`config.mk`:
```
export PLATFORM = sky130hd
export DESIGN_NAME = score_keeper
export DESIGN_NICKNAME = d
export VERILOG_FILES = /design/src/rtl/score_keeper.sv
export SDC_FILE = /design/constraint.sdc
export NUM_CORES = 1
export LEC_CHECK = 0
export CAP_MARGIN = 25
export CORE_UTILIZATION = 60
export CTS_CLUSTER_DIAMETER = 200
export CTS_CLUSTER_SIZE = 14
export DETAILED_ROUTE_END_ITERATION = 7
export PLACE_DENSITY = 0.86
export RECOVER_POWER = 25
export SLEW_MARGIN = 20
export SYNTH_ARGS = -nofsm -noshare
export SYNTH_HDL_FRONTEND = slang
export SYNTH_SLANG_ARGS = --single-unit
```
`constraint.sdc`:
```
create_clock -name clk -period 16.4 [get_ports clk]
set_input_delay 1.64 -clock clk [delete_from_list [all_inputs] [get_ports clk]]
set_output_delay 1.64 -clock clk [all_outputs]
set_load 0.01 [all_outputs]
```
`src/rtl/score_keeper.sv`:
```
// Score, lives, wave and high-score keeper for the invader game.
// Ports: clk, rst (async, active-high); start, frame_tick,
//   invader_collision[N_INV], player_collision[2] in;
//   score, high_score, lives, wave, state, done,
//   wave_clear, extra_life out (all registered).
module score_keeper #(
  parameter int N_INV             = 6,
  parameter int POINTS            = 10,
  parameter int SCORE_W           = 14,
  parameter int SCORE_MAX         = 9999,
  parameter int LIFE_W            = 2,
  parameter int START_LIVES       = 3,
  parameter int EXTRA_LIFE_AT     = 1000,
  parameter int INVADERS_PER_WAVE = 55,
  parameter int KILL_W            = 6,
  parameter int WAVE_W            = 4,
  parameter int RESPAWN_FRAMES    = 60
) (
  input  logic               clk,
  input  logic               rst,
  input  logic               start,
  input  logic               frame_tick,
  input  logic [N_INV-1:0]   invader_collision,
  input  logic [1:0]         player_collision,
  output logic [SCORE_W-1:0] score,
  output logic [SCORE_W-1:0] high_score,
  output logic [LIFE_W-1:0]  lives,
  output logic [WAVE_W-1:0]  wave,
  output logic [1:0]         state,
  output logic               done,
  output logic               wave_clear,
  output logic               extra_life
);

  localparam int HIT_W  = $clog2(N_INV + 1);
  localparam int SUM_W  = SCORE_W + $clog2(N_INV * POINTS + 1);
  localparam int KS_W   = KILL_W + 1;
  localparam int LN_W   = LIFE_W + 1;
  localparam int RESP_W = $clog2(RESPAWN_FRAMES + 1);
  localparam int LIFE_MAX = (2 ** LIFE_W) - 1;

  typedef enum logic [1:0] {
    IDLE    = 2'd0,
    PLAYING = 2'd1,
    RESPAWN = 2'd2,
    OVER    = 2'd3
  } state_t;

  state_t st, st_n;

  logic [KILL_W-1:0]  kills, kills_n;
  logic [RESP_W-1:0]  resp, resp_n;
  logic               granted, granted_n;
  logic [SCORE_W-1:0] score_n, hs_n;
  logic [LIFE_W-1:0]  lives_n;
  logic [WAVE_W-1:0]  wave_n;
  logic               wc_n, el_n, done_n;

  logic [HIT_W-1:0]   hits;
  logic [SUM_W-1:0]   score_sum;
  logic [SCORE_W-1:0] score_sat;
  logic [KS_W-1:0]    kill_sum;
  logic [LN_W-1:0]    life_net;
  logic [LIFE_W-1:0]  life_sat;
  logic               active, award, death;

  always_comb begin
    hits = '0;
    for (int i = 0; i < N_INV; i++) begin
      hits = hits + HIT_W'(invader_collision[i]);
    end
  end

  // Sum is wide enough for a full-row hit on top of any score,
  // so saturation never sees a wrapped value.
  always_comb begin
    score_sum = SUM_W'(score)
              + SUM_W'(hits) * SUM_W'(POINTS);
    if (score_sum > SUM_W'(SCORE_MAX)) begin
      score_sat = SCORE_W'(SCORE_MAX);
    end else begin
      score_sat = score_sum[SCORE_W-1:0];
    end
  end

  assign active = (st == PLAYING) || (st == RESPAWN);
  assign death  = (st == PLAYING) && (|player_collision);

  assign award = active && !granted
              && (score < SCORE_W'(EXTRA_LIFE_AT))
              && (score_sat >= SCORE_W'(EXTRA_LIFE_AT));

  assign kill_sum = KS_W'(kills) + KS_W'(hits);

  // Lives in PLAYING are always >= 1, so the net never underflows.
  always_comb begin
    life_net = LN_W'(lives) + LN_W'(award) - LN_W'(death);
    if (life_net > LN_W'(LIFE_MAX)) begin
      life_sat = LIFE_W'(LIFE_MAX);
    end else begin
      life_sat = life_net[LIFE_W-1:0];
    end
  end

  always_comb begin
    st_n      = st;
    score_n   = score;
    hs_n      = high_score;
    lives_n   = lives;
    wave_n    = wave;
    kills_n   = kills;
    resp_n    = resp;
    granted_n = granted;
    wc_n      = 1'b0;
    el_n      = 1'b0;
    unique case (st)
      IDLE, OVER: begin
        if (start) begin
          st_n      = PLAYING;
          score_n   = '0;
          lives_n   = LIFE_W'(START_LIVES);
          wave_n    = '0;
          kills_n   = '0;
          granted_n = 1'b0;
        end
      end
      PLAYING, RESPAWN: begin
        score_n = score_sat;
        lives_n = life_sat;
        if (award) begin
          granted_n = 1'b1;
          el_n      = 1'b1;
        end
        // Hits beyond the wave quota are dropped.
        if (kill_sum >= KS_W'(INVADERS_PER_WAVE)) begin
          kills_n = '0;
          wave_n  = wave + WAVE_W'(1);
          wc_n    = 1'b1;
        end else begin
          kills_n = kill_sum[KILL_W-1:0];
        end
        if (death) begin
          if (life_net == '0) begin
            st_n = OVER;
            hs_n = (score_sat > high_score) ? score_sat
                                            : high_score;
          end else begin
            st_n   = RESPAWN;
            resp_n = RESP_W'(RESPAWN_FRAMES);
          end
        end else if ((st == RESPAWN) && frame_tick) begin
          resp_n = resp - RESP_W'(1);
          if (resp == RESP_W'(1)) begin
            st_n = PLAYING;
          end
        end
      end
      default: ;
    endcase
    done_n = (st_n == OVER);
  end

  always_ff @(posedge clk or posedge rst) begin
    if (rst) begin
      st         <= IDLE;
      score      <= '0;
      high_score <= '0;
      lives      <= '0;
      wave       <= '0;
      kills      <= '0;
      resp       <= '0;
      granted    <= 1'b0;
      done       <= 1'b0;
      wave_clear <= 1'b0;
      extra_life <= 1'b0;
    end else begin
      st         <= st_n;
      score      <= score_n;
      high_score <= hs_n;
      lives      <= lives_n;
      wave       <= wave_n;
      kills      <= kills_n;
      resp       <= resp_n;
      granted    <= granted_n;
      done       <= done_n;
      wave_clear <= wc_n;
      extra_life <= el_n;
    end
  end

  assign state = st;

endmodule

```
==> run_results.csv <==
group,metric,value,unit
outcome,status,"finished clean",
clock_network,ctsHoldBuffers,0,
power_and_ir_drop,ir_worst_vdd,142,uV
drt,drc,0,
critical_path,r2r_setup_slack,10.34,ns
sta,fmax,105,MHz
sta,setup_ws,6.87,ns
floorplanning,die_area,0.00652,mm2
clock_network,insertion_delay,0.31,ns
critical_path,critPathKind,"in2reg",
clock_network,cts_tree,"done",
logic_synthesis,ys_seq_area_frac,0.349,
global_routing,track_usage,0.275,
drt,drt_iter0_drc,281,
layout,num-nets-final,505,
placed_design,preCtsSetupSlack,6.64,ns
placed_design,portBuffers,50,
placed_design,gp_congestion,0.957,
layout,drive_gt1_frac,0.0485,
sta,worstMarginPinSlew,1.41,ns
power_and_ir_drop,powerDensity,154,mW/mm2
global_routing,grt_pass1_wl,13.8,mm
logic_synthesis,syn-instance-count,407,
floorplanning,ios,51,
floorplanning,fp.dieW,80.8,um
clock_network,clk_pin_slew,0.08,ns
critical_path,critPathMaxFanout,8,
drt,ant_nets,0,
layout,diodes,0,
logic_synthesis,ys_types,56,
sta,setup_violations,0,
critical_path,start_kind,"input port",
global_routing,antenna_found_initial,0,
power_and_ir_drop,p_leak,2.11,nW
critical_path,slowest_delay,0.54,ns
sta,hold_viol_final,0,
global_routing,overflow,0,
logic_synthesis,ys_dominant_reg_cell,"dfrtp_1",
logic_synthesis,synth_edf_count,0,
critical_path,path_delay_family,"adder cells",
drt,vias_per_cell,6.08,
critical_path,ff2ff_path_depth,26,
layout,syn2layout_area_growth,17.3,%
clock_network,clockBufferDepth,2,
critical_path,crit_buf_inv,7,
drt,vias,3214,
critical_path,cp_common_cell,"ha_1",
power_and_ir_drop,totalPowerFinal,0.672,mW
logic_synthesis,avgSynthCellArea,9.15,um2
sta,timing.slew.headroom,0.0601,
critical_path,rr_startpoint,"score[1]",
critical_path,worstPathArrival,9.72,ns
sta,fin_crit,9.53,ns
logic_synthesis,ys_warn_count,0,
sta,fin_skew,0.0106,ns
hold_path,hp-class,"reg2reg",
clock_network,clock_sinks,52,
sta,hold_slack,0.490,ns
critical_path,endpoint,"high_score[5]",
layout,fin_util,0.733,
drt,routed_wirelength,8.46,mm
layout,final_cell_mix,"dfrtp_1 (52), clkdlybuf4s50_1 (49), inv_1 (42)",
floorplanning,row_count,28,
logic_synthesis,synth_nets,458,
sta,period_share,0.581,
clock_network,cts_max_level,2,
critical_path,cp_slowest_cell,"fa_1",
floorplanning,fp.dieH,80.8,um
placed_design,hpwl,6.45,mm
logic_synthesis,async_flop_share,1.00,
floorplanning,initial_core_util,0.625,
drt,wl_per_cell,16.0,um
clock_network,cts_buffers,5,
floorplanning,core-area,0.00596,mm2
clock_network,cts_resized,0,
clock_network,root_buffer,"clkbuf_8",
flow_run,maxCapViolations,0,
clock_network,postCtsSetupBuffers,0,
layout,layout_commonest_cell,"dfrtp_1",
drt,dr.pass1.iters,5,
sta,rsz0062_at_grt,"no",
critical_path,cp.depth,35,
critical_path,r2r-end,"high_score[5]",
global_routing,grt_pass1_vias,3032,
logic_synthesis,syn_area,0.00372,mm2
hold_path,holdPathStages,1,
critical_path,worstSetupStartpoint,"invader_collision[0]",
critical_path,required,16.59,ns
logic_synthesis,synth-seq-cells,52,
sta,drv_slew,0,
sta,tns,0,ns
critical_path,critPathCaptureType,"register",
global_routing,grt_max_degree,28,
[report_power, final]
group | total [mW] | internal, mW | switching (mW)
Sequential | 0.189 | 0.157 | 0.0322
Combinational | 0.413 | 0.169 | 0.245
Clock | 0.0698 | 0.0291 | 0.0406
[worst min-delay path by stage]
| stage | from | endpoint | slack [ns] |
|---|---|---|---|
| 2_1_floorplan | granted | granted | 0.45 |
| 3_3_place_gp | granted | granted | 0.47 |
| 3_5_place_dp | granted | granted | 0.47 |
| 4_1_cts | granted | granted | 0.49 |
| 5_1_grt | granted | granted | 0.51 |
| 6_report | granted | granted | 0.49 |
[flip-flops by register name, indices dropped and copies added (netlist names)]
name	flops
wave	4
extra_life	1
done	1
resp	6
wave_clear	1
granted	1
score	14
state	2
kills	6
lives	2
high_score	14
[metrics by stage]
stage,std cells,cell area [um2]
2_1_floorplan,407,3720
3_3_place_gp,520,4280
3_5_place_dp,521,4300
4_1_cts,528,4370
5_1_grt,529,4370
6_report,529,4370
[routing by layer]
| layer | share of wire | GRT usage |
|---|---|---|
| met4 | 0.015 | 0.0768 |
| met2 | 0.47 | 0.446 |
| met3 | 0.069 | 0.0461 |
| met1 | 0.44 | 0.381 |
| met5 | 0 | 0 |
[Yosys cell counts, types with 5 or more instances]
| library cell | count | area [um2] |
|---|---|---|
| o21ai_0 | 24 | 120 |
| dfrtp_1 | 52 | 1300 |
| mux2i_1 | 12 | 120 |
| nor2_1 | 36 | 135 |
| nand2_1 | 32 | 120 |
| inv_1 | 42 | 158 |
| a31oi_1 | 7 | 43.8 |
| fa_1 | 6 | 120 |
| ha_1 | 33 | 413 |
| and3_1 | 5 | 31.3 |
| a21oi_1 | 19 | 95.1 |
| nand3_1 | 12 | 60.1 |
| xor2_1 | 5 | 43.8 |
| a22o_1 | 7 | 61.3 |
| xnor2_1 | 9 | 78.8 |
| clkbuf_1 | 8 | 30.0 |
| nor3_1 | 12 | 60.1 |
| a21o_1 | 11 | 82.6 |
[layout make-up]
class                      count  area, um2
inverter                      42        158
multi-input combinational    300       2210
fill                         435       1590
clock inverter                 1       5.00
sequential                    52       1300
timing repair buffer          53        523
clock buffer                   6       72.6
tap                           75       93.8
[kinds of logic after synthesis]
group	synth area share
simple gates	0.171
compound gates	0.192
buf+inv	0.0588
flops	0.349
fa+ha+maj	0.143
mux	0.0524
xor+xnor	0.0329
Note: power is estimated with default switching activity, not from simulation.
